### config.mk
export PLATFORM = sky130hd
export DESIGN_NAME = pc_sequencer
export DESIGN_NICKNAME = d
export VERILOG_FILES = /design/src/rtl/pc_sequencer.sv
export SDC_FILE = /design/constraint.sdc
export NUM_CORES = 1
export LEC_CHECK = 0
export ABC_AREA = 1
export CAP_MARGIN = 20
export CORE_ASPECT_RATIO = 1.1
export CORE_MARGIN = 1.5
export CORE_UTILIZATION = 25
export DETAILED_ROUTE_END_ITERATION = 6
export PLACE_DENSITY = 0.58
export SLEW_MARGIN = 10
export SYNTH_ARGS = -nofsm -noshare
export SYNTH_HDL_FRONTEND = slang
export SYNTH_SLANG_ARGS = --single-unit
### constraint.sdc
create_clock -name clk -period 1.8 [get_ports clk]
set_clock_uncertainty 0.15 [all_clocks]
set_input_delay 0.27 -clock clk [delete_from_list [all_inputs] [get_ports clk]]
set_output_delay 0.27 -clock clk [all_outputs]
set_load 0.03 [all_outputs]
### src/rtl/pc_sequencer.sv
// pc_sequencer: fetch/execute program-counter sequencer with halt/resume
// control and a saturating retired-instruction counter.
`default_nettype none

module pc_sequencer #(
  parameter int ADDR_W    = 6,
  parameter int LAST_ADDR = 63,
  parameter int INSTR_W   = 16
) (
  input  logic               clk,
  input  logic               rst_n,
  input  logic               start,
  input  logic               halt_req,
  input  logic               mem_ack,
  input  logic [INSTR_W-1:0] mem_data,
  input  logic               exec_done,
  input  logic               jump,
  input  logic [ADDR_W-1:0]  jump_addr,
  output logic [ADDR_W-1:0]  pc,
  output logic               mem_req,
  output logic [INSTR_W-1:0] instr,
  output logic               instr_valid,
  output logic               halted,
  output logic [15:0]        retired
);

  typedef enum logic [1:0] {
    IDLE  = 2'd0,
    FETCH = 2'd1,
    EXEC  = 2'd2,
    HALT  = 2'd3
  } state_t;

  localparam logic [ADDR_W-1:0] LAST_PC   = ADDR_W'(LAST_ADDR);
  // One bit wider so a LAST_ADDR at the top of the address space never
  // makes the range test trivially true or false through truncation.
  localparam logic [ADDR_W:0]   LAST_WIDE = (ADDR_W+1)'(LAST_ADDR);

  state_t              state;
  state_t              state_nxt;
  logic                halt_pend;
  logic                retire;
  logic                jump_oob;
  logic [ADDR_W-1:0]   pc_nxt;

  assign retire   = (state == EXEC) && exec_done;
  assign jump_oob = ({1'b0, jump_addr} > LAST_WIDE);

  always_comb begin
    state_nxt = state;
    case (state)
      IDLE:    if (halt_pend) state_nxt = HALT;
               else if (start) state_nxt = FETCH;
      FETCH:   if (mem_ack) state_nxt = EXEC;
      EXEC:    if (exec_done) state_nxt = (halt_pend || halt_req) ? HALT : FETCH;
      HALT:    if (start) state_nxt = FETCH;
      default: state_nxt = IDLE;
    endcase
  end

  always_comb begin
    pc_nxt = pc;
    if (retire) begin
      if (jump)               pc_nxt = jump_oob ? '0 : jump_addr;
      else if (pc == LAST_PC) pc_nxt = '0;
      else                    pc_nxt = pc + ADDR_W'(1);
    end
  end

  always_ff @(posedge clk or negedge rst_n) begin
    if (!rst_n) begin
      state <= IDLE;
      pc    <= '0;
    end else begin
      state <= state_nxt;
      pc    <= pc_nxt;
    end
  end

  // Sticky until HALT is entered; requests seen while halted are dropped.
  always_ff @(posedge clk or negedge rst_n) begin
    if (!rst_n) begin
      halt_pend <= 1'b0;
    end else if (state_nxt == HALT) begin
      halt_pend <= 1'b0;
    end else if (state != HALT && halt_req) begin
      halt_pend <= 1'b1;
    end
  end

  always_ff @(posedge clk or negedge rst_n) begin
    if (!rst_n) begin
      instr <= '0;
    end else if (state == FETCH && mem_ack) begin
      instr <= mem_data;
    end
  end

  always_ff @(posedge clk or negedge rst_n) begin
    if (!rst_n) begin
      retired <= '0;
    end else if (retire && retired != 16'hFFFF) begin
      retired <= retired + 16'd1;
    end
  end

  assign mem_req     = (state == FETCH);
  assign instr_valid = (state == EXEC);
  assign halted      = (state == HALT);

endmodule

`default_nettype wire
Yosys cells after proc, flatten, opt, wreduce, memory -nomap -nowiden
Cells that the tools add are included.
{ "classes": {"eq_ne": 7, "n_reduce_logical": 7, "addsub": 2, "muxes": 10} }
{ "ops": {"columns": ["operator", "n"], "rows": [
  ["$add 16x1->16 const B", 1],
  ["$ne 16x16->1 const B", 1],
  ["$mux 6", 2],
  ["$mux 2", 5],
  ["$pmux 2 s4", 1],
  ["$add 6x1->6 const B", 1],
  ["$eq 2x2->1 const B", 3],
  ["$eq 6x6->1 const B", 1],
  ["$logic_and 1x1->1", 4],
  ["$eq 2x1->1 const B", 1],
  ["$logic_not 2->1", 1],
  ["$mux 1", 2],
  ["$ne 2x2->1 const B", 1],
  ["$reduce_bool 2->1", 1],
  ["$logic_or 1x1->1", 1]
]} }
{ "totals": {"output_inout_bits": 41, "elab_cells": 31, "regBits": 41} }

Logic depth before layout (Yosys ltp)
Gate-level depths: netlist of run 1.
{ "logic_depth": {"ltp_word": 6, "mapped_depth": 9, "ltp_nobuf": 9} }

Least setup slack after synthesis of run 1
Ideal clock, no wire load.
{ "synth_timing": {"path_type": "flip-flop to flip-flop", "startpoint": "register retired[1]", "endpoint": "register retired[8]", "path_stages_with_launch": 10, "setup_slack_ns": -0.031, "arrival_ns": 1.562, "period_less_slack_ns": 1.831, "cell_sequence": "dfrtp_1 > ha_1 > nand2_1 > nor2_2 > nand3_2 > nand2_4 > nand2_4 > buf_8 > nand2_2 > o21ai_2"} }
{ "synth_via": {"elab_chain_len": 2, "word_cells_on_any_way": 3} }
{ "synth_lines": {"columns": ["element", "line", "text"], "rows": [
  ["from (decl)", "24", "output logic [15:0] retired"],
  ["from (signal assigned)", "103", "retired <= retired + 16'd1;"],
  ["parallel branches: the longest is 2 deep, another holds $add 16x1->16", null, null]
]} }
Several ways; the timed one is not identified.
A chain may end at the register's enable or synchronous reset.

Worst setup path after layout of run 1
{ "layout_timing": {"startpoint": "register instr[8]", "endpoint": "output instr[8]"} }
{ "layout_rtl": {"columns": ["element", "line", "text"], "rows": [
  ["from (decl)", "21", "output logic [INSTR_W-1:0] instr,"],
  ["from (signal assigned)", "95", "instr <= mem_data;"]
]} }
No word-level cell between the ends.

==> metrics.log, run 1 <==
[metrics] status: finished clean
[metrics] switching power share of the total: 0.446
[metrics] effective utilization at floorplan: 0.262
[metrics] routability-driven placement congestion ratio: roughly 0.85
[metrics] worst-case vdd ir drop: approximately 0.48 mV
[metrics] number of CTS-inserted buffers: 5
[metrics] Synth Area in Simple Gates: 0.254
[metrics] number of top-level design ports: 70
[metrics] Pint: around 2.5 mW
[metrics] combined area of all synthesized cells: 2220 um2
[metrics] smallest hold slack: ~0.30 ns
[metrics] Mapped Cells: 244
[metrics] number of antenna violations at the first check in global routing: 0
[metrics] relative contribution of the clock network to total power: 0.135
[metrics] standard cell core area: ~8500 um2
[metrics] number of H-tree branching levels: 2
[metrics] mux contribution to synthesized area: 0.0811
[metrics] PD cells: roughly 1500 nW/um2
[metrics] Row Count: 35
[metrics] standard cell with the maximum stage delay on the critical path: sky130_fd_sc_hd__clkdlybuf4s50_1
[metrics] shortest clock period the worst path allows after layout: around 1.8 ns
[metrics] EDFF count, synth: 0
[metrics] layout net count: between 300 and 400
[metrics] share of the core filled with cells in the final layout: 0.370
[metrics] fill cell count: around 860
[metrics] number of iterations in the first detailed-routing pass: 4
[metrics] maximum fanout count along the critical path: 2
[metrics] main area contributors after synthesis: sky130_fd_sc_hd__dfrtp_1 (46%), sky130_fd_sc_hd__nand2_1 (10%), sky130_fd_sc_hd__mux2_2 (8.1%)
[metrics] Slew @ Worst Pin: about 0.44 ns
[metrics] Port Buffers: approximately 70
[metrics] via count of the first global-routing pass: around 1900
[metrics] antenna cells: 0
[metrics] GRT Total Usage: 0.120
[metrics] number of DRC markers in iteration 0: 33
[metrics] Slew Viols, Final: 0
[metrics] crit-path cells: clkdlybuf4s50_1
[metrics] Die ar.: ~9500 um2
[metrics] share of flip-flops with an asynchronous set or reset: 1.00
[metrics] wire length reported by the detailed router: roughly 5400 um
[metrics] clock insertion delay at the later pin of the skew report: approximately 0.29 ns
[metrics] relative slew slack: 0.706
[metrics] register area share after synthesis: 0.462
[metrics] largest net degree at the start of global routing: 22
[metrics] post-synth top area share: 0.462
[metrics] number of failing setup endpoints in the final timing report: 0
[metrics] buffer depth of the longest clock path: 2
[metrics] accumulated negative setup slack: 0 ns
[metrics] fraction of layout cells with a size suffix above 1: 0.206
[metrics] Final Cycle Share: 0.977
[metrics] relative area change from synthesis to final layout: 41.6%
[metrics] worst min-delay path class: input port to asynchronous set/reset pin
[metrics] residual antenna-violating net count after detailed routing: 0
[metrics] fraction of the mapped netlist area in compound gates: 0.0861
[metrics] crit path kind: register to output pin
[metrics] Avg Cell Area, Syn: 9.11 um2
[metrics] remaining routing DRC violations: 0
[metrics] setup repair after global routing missed its margin: no
[metrics] synthesized net count: about 280
[metrics] arrival time reported for the critical path endpoint: between 1 and 1.5 ns
[metrics] sequential power share: 0.337
[metrics] post-placement cell count: around 430
[metrics] Pleak: around 1.4 nW
[metrics] post-synthesis adder-cell area fraction: 0.0113
[metrics] maximum clock frequency: 569 MHz
[metrics] horizontal extent of the die: between 90 and 100 um
[metrics] Post CTS Setup Buffer Count: 0
[metrics] synth cell count leaders: sky130_fd_sc_hd__nand2_1 (59), sky130_fd_sc_hd__dfrtp_1 (41), sky130_fd_sc_hd__inv_1 (19), sky130_fd_sc_hd__nor2_1 (19), sky130_fd_sc_hd__nand3_1 (18)
[metrics] post-route cell area: between 3000 and 4000 um2
[metrics] placed standard-cell area: 3060 um2
[metrics] CTS clk-pin slew, worst paths: ~0.090 ns
[metrics] type of element capturing the critical path: output pin
[metrics] critical path startpoint category: register
[metrics] stage delay of the slowest cell on the critical path: 0.68 ns
[metrics] number of max-cap violations: 0
[metrics] biggest area consumer among synthesized cells: sky130_fd_sc_hd__dfrtp_1
[metrics] Largest delay share family, worst path: buffers and inverters
[metrics] dominant synthesized flop cell: sky130_fd_sc_hd__dfrtp_1
[metrics] dominant cell by count in the synthesized netlist: sky130_fd_sc_hd__nand2_1
[metrics] Buffers & Inverters on Critical Path: 1
[metrics] xor-xnor portion of the synthesized cell area: 0.0389
[metrics] slack of the worst reg-to-reg path: 0.19 ns
[metrics] final hold vios: 0
[metrics] combinational family with the most area after synthesis: simple AND/OR/NAND/NOR gates
[metrics] first-pass GRT wire length: 8890 um
[metrics] routed via count divided by cell count: ~4.4
[metrics] CTS Root Cell: sky130_fd_sc_hd__clkbuf_8
[metrics] net switching power: 2.05 mW
[metrics] die extent in y: 102 um
[metrics] number of warning messages in the yosys log: 0
[metrics] Final HPWL DP: slightly above 4000 um
[metrics] flip-flop and latch count after synthesis: 41
[metrics] post-detailed-route wirelength per cell: between 10 and 15 um
[metrics] number of distinct library cell variants in the gate-level netlist after synthesis: 29
[metrics] number of vias after detailed routing: 1911
[metrics] combinational share of power: 0.528
[metrics] non-filler cells in the finished layout: 436
[metrics] number of sinks handled by clock tree synthesis: roughly 40
[metrics] CTS tree: built
[metrics] aggregate global routing overflow: 0
[metrics] data required time of the critical path: approximately 1.4 ns
## cells in the final DEF, fill, tap and decap left out, types with 6 or more instances in the layout
master | netlist | layout
sky130_fd_sc_hd__clkdlybuf4s50_1 | 0 | 43
sky130_fd_sc_hd__xor2_1 | 8 | 8
sky130_fd_sc_hd__o21ai_0 | 7 | 7
sky130_fd_sc_hd__nand2_2 | 6 | 6
sky130_fd_sc_hd__a21oi_1 | 8 | 8
sky130_fd_sc_hd__nor2_1 | 19 | 18
sky130_fd_sc_hd__o21ai_2 | 7 | 7
sky130_fd_sc_hd__dlygate4sd2_1 | 0 | 20
sky130_fd_sc_hd__buf_4 | 0 | 9
sky130_fd_sc_hd__nand3_1 | 18 | 18
sky130_fd_sc_hd__nand2_1 | 59 | 59
sky130_fd_sc_hd__dfrtp_1 | 41 | 39
sky130_fd_sc_hd__mux2_2 | 16 | 16
sky130_fd_sc_hd__inv_1 | 19 | 19
## state kept, by name, indices dropped and copies added (netlist names)
name       count
retired       16
halt_pend      1
pc             6
state          2
instr         16
## cell families (layout without fill, tap and decap cells)
logic type,count (synthesis),after routing
simple gates,118,118
buf+inv,29,110
fa+ha+maj,2,2
compound gates,29,29
flops,41,41
mux,16,16
xor+xnor,9,9
## layout make-up
| class | instances | area (um2) | area share |
|---|---|---|---|
| flip-flops and latches | 41 | 1030 | 0.327 |
| well taps | 111 | 139 | 0.0442 |
| inverters | 23 | 91.3 | 0.0290 |
| clock inverters | 3 | 21.3 | 0.00676 |
| multi-input cells | 174 | 1060 | 0.337 |
| clock buffers | 5 | 68.8 | 0.0219 |
| repair buffers | 79 | 738 | 0.235 |
## per-stage QoR
| stage | setup slack, ns | total power [mW] |
|---|---|---|
| floorplan | 0.0794 | 3.15 |
| global placement | 0.112 | 4.08 |
| detailed placement | 0.0891 | 4.12 |
| CTS | 0.00454 | 4.67 |
| global route | 0.00106 | 4.91 |
| finish | 0.0419 | 4.59 |
## power by group through the flow
stage / Combinational, mW / Sequential [mW] / Clock, mW
finish: 2.43 / 1.55 / 0.620
global route: 2.61 / 1.59 / 0.710
CTS: 2.45 / 1.55 / 0.675
detailed placement: 2.55 / 1.57 / 0
global placement: 2.52 / 1.56 / 0
floorplan: 0.990 / 2.16 / 0
## routing by layer
layer  global-route usage  vias to the layer above  wire (um)
li1                     -                      951          -
met1                0.146                      904       2390
met2                0.206                       54       2740
met3               0.0238                        2        247
met4               0.0524                        0         31
met5                    0                        -          0
## what timing repair did
action,CTS,global route
hold buffers,1,0
endpoints found under the setup margin,23,8
resized for setup,23,8
endpoints found under the hold margin,18,0
## worst paths after layout
| check | from | end | depth (start not counted) |
|---|---|---|---|
| worst min register to register | instr[14] | instr[14] | 1 |
| min in group clk | instr[14] | instr[14] | 1 |
| worst max-delay path | instr[8] | instr[8] | 1 |
| max in group asynchronous | rst_n | retired[12] | 3 |
| worst max register to register | retired[0] | retired[7] | 8 |
| worst min-delay path | rst_n | instr[5] | 2 |
## worst reg2reg max path, delay by kind of cell (launching register included)
family                   cells  cell delay [ns]
AND/OR/NAND/NOR              6             0.73
flip-flops                   1             0.40
adder cells (fa/ha/maj)      1             0.18
AO/OA/AOI/OAI                1             0.05
Note: power is estimated with default switching activity, not from simulation.
==> inputs of run 2 (changes only) <==
--- a/config.mk
+++ b/config.mk
@@ -10,9 +10,11 @@
 export CORE_ASPECT_RATIO = 1.1
 export CORE_MARGIN = 1.5
 export CORE_UTILIZATION = 25
+export CTS_CLUSTER_SIZE = 24
 export DETAILED_ROUTE_END_ITERATION = 6
 export PLACE_DENSITY = 0.58
-export SLEW_MARGIN = 10
+export RECOVER_POWER = 25
+export SLEW_MARGIN = 30
 export SYNTH_ARGS = -nofsm -noshare
 export SYNTH_HDL_FRONTEND = slang
 export SYNTH_SLANG_ARGS = --single-unit
==> run 2 against run 1 <==
  * Combinational power about the same
  * Worst hold slack got worse by 0.0022 ns
  * Non-clock buffer count did not move
  * Largest cell class unchanged
==> metrics.log, run 2 (synthesized netlist as in run 1, its figures left out) <==
[metrics] number of antenna violations at the first check in global routing: 0 (unchanged)
[metrics] wire length reported by the detailed router: 5400 um (-0.17%)
[metrics] number of vias after detailed routing: 1907 (-0.21%)
[metrics] cells on worst reg2reg path: 8 (unchanged)
[metrics] stages on the worst setup path: 1 (unchanged)
[metrics] GRT Total Usage: 0.120 (unchanged)
[metrics] residual antenna-violating net count after detailed routing: 0 (unchanged)
[metrics] number of sinks handled by clock tree synthesis: 41 (unchanged)
[metrics] Design Power: 4.59 mW (about the same)
[metrics] setup repair after global routing missed its margin: no
[metrics] Port Buffers: 69 (unchanged)
[metrics] largest net degree at the start of global routing: 22 (unchanged)
[metrics] number of failing setup endpoints in the final timing report: 0 (unchanged)
[metrics] type of element capturing the critical path: output pin
[metrics] Pleak: 1.44 nW (about the same)
[metrics] aggregate global routing overflow: 0 (unchanged)
[metrics] worst-case vdd ir drop: 0.483 mV (about the same)
[metrics] fraction of layout cells with a size suffix above 1: 0.206 (unchanged)
[metrics] buffer depth of the longest clock path: 2 (unchanged)
[metrics] layout net count: 355 (unchanged)
[metrics] number of top-level design ports: 70 (unchanged)
[metrics] accumulated negative setup slack: 0 ns (unchanged)
[metrics] via count of the first global-routing pass: 1945 (unchanged)
[metrics] antenna cells: 0 (unchanged)
[metrics] first-pass GRT wire length: 8890 um (unchanged)
[metrics] crit-path cells: clkdlybuf4s50_1
[metrics] number of DRC markers in iteration 0: 31 (-6.1%)
[metrics] critical path startpoint category: register
[metrics] number of iterations in the first detailed-routing pass: 4 (unchanged)
[metrics] maximum fanout count along the critical path: 2 (unchanged)
[metrics] non-filler cells in the finished layout: 436 (unchanged)
[metrics] CTS tree: built
[metrics] post-placement cell count: 427 (unchanged)
[metrics] horizontal extent of the die: 92.9 um (unchanged)
[metrics] worst min-delay path class: input port to asynchronous set/reset pin
[metrics] number of H-tree branching levels: 2 (unchanged)
[metrics] effective utilization at floorplan: 0.262 (unchanged)
[metrics] most common cell after layout, fill and taps aside: sky130_fd_sc_hd__nand2_1
[metrics] Largest delay share family, worst path: buffers and inverters
[metrics] status: finished clean
[metrics] PD cells: 1460 nW/um2 (about the same)
[metrics] Die ar.: 9460 um2 (unchanged)
[metrics] arrival time reported for the critical path endpoint: 1.34 ns (about the same)
[metrics] share of the core filled with cells in the final layout: 0.370 (about the same)
[metrics] CTS Root Cell: sky130_fd_sc_hd__clkbuf_8
[metrics] CTS clk-pin slew, worst paths: 0.09 ns (about the same)
[metrics] relative area change from synthesis to final layout: 41.4% (about the same)
[metrics] relative slew slack: 0.706 (about the same)
[metrics] slack of the worst reg-to-reg path: 0.19 ns (about the same)
[metrics] Slew Viols, Final: 0 (unchanged)
[metrics] crit path kind: register to output pin
[metrics] routability-driven placement congestion ratio: 0.853 (unchanged)
[metrics] remaining routing DRC violations: 0 (unchanged)
[metrics] Final Cycle Share: 0.977 (about the same)
[metrics] clock insertion delay at the later pin of the skew report: 0.29 ns (about the same)
[metrics] post-detailed-route wirelength per cell: 12.4 um (-0.17%)
[metrics] number of CTS-inserted buffers: 5 (unchanged)
[metrics] die extent in y: 102 um (unchanged)
[metrics] maximum clock frequency: 569 MHz (about the same)
[metrics] routed via count divided by cell count: 4.37 (-0.21%)
[metrics] standard cell with the maximum stage delay on the critical path: sky130_fd_sc_hd__clkdlybuf4s50_1
[metrics] smallest hold slack: 0.295 ns (-0.00223 ns)
[metrics] Post CTS Setup Buffer Count: 0 (unchanged)
[metrics] standard cell core area: 8500 um2 (unchanged)
[metrics] stage delay of the slowest cell on the critical path: 0.68 ns (about the same)
[metrics] Row Count: 35 (unchanged)
[metrics] registers with the most flip-flops: instr x16, retired x16, pc x6
[metrics] Slew @ Worst Pin: 0.441 ns (+0.000763 ns)
[metrics] commonest cells after routing, fill and taps aside: sky130_fd_sc_hd__nand2_1 (59), sky130_fd_sc_hd__clkdlybuf4s50_1 (43), sky130_fd_sc_hd__dfrtp_1 (39)
[metrics] final hold vios: 0 (unchanged)
[metrics] Buffers & Inverters on Critical Path: 1 (unchanged)
[metrics] shortest clock period the worst path allows after layout: 1.76 ns (+0.000785 ns)
[metrics] Final HPWL DP: 4050 um (unchanged)
[metrics] number of max-cap violations: 0 (unchanged)
[metrics] data required time of the critical path: 1.38 ns (about the same)
run 2: repair_timing:
action / in CTS / in global routing
gates resized for setup: 23 / 8
hold endpoints to repair: 18 / 0
setup endpoints to repair: 23 / 8
hold buffers: 1 / 0
run 2: report_power, final:
group	leakage, nW	internal, mW	switching [mW]
sequential	0.504	1.27	0.272
combinational	0.896	0.996	1.43
clock	0.0445	0.275	0.346
total	1.44	2.54	2.04
run 2: path summary, 6_finish.rpt:
| check | startpoint | to |
|---|---|---|
| hold / removal | rst_n | instr[5] |
| setup / recovery | instr[8] | instr[8] |
| max in group asynchronous | rst_n | retired[1] |
| min in group clk | instr[7] | instr[7] |
| hold reg to reg | instr[7] | instr[7] |
| setup reg to reg | retired[0] | retired[7] |
run 2: routing by layer:
metal  track usage  part of all wire  vias to the layer above
li1              -                 -                      952
met5             0                 0                        -
met1         0.146              0.44                      901
met2         0.206              0.51                       52
met4        0.0524            0.0057                        0
met3        0.0238             0.049                        2
run 2: final cells by class:
type	count	area, um2
inverter	23	91.3
timing repair buffer	79	736
clock buffer	5	68.8
tap	111	139
clock inverter	3	21.3
sequential	41	1030
fill	863	5350
multi-input combinational	174	1060
run 2: per-stage QoR:
step,worst slack (ns),area [um2]
CTS,0.00454,3130
global placement,0.112,3060
finish,0.0411,3140
detailed placement,0.0891,3060
floorplan,0.0794,2220
global route,0.00106,3140
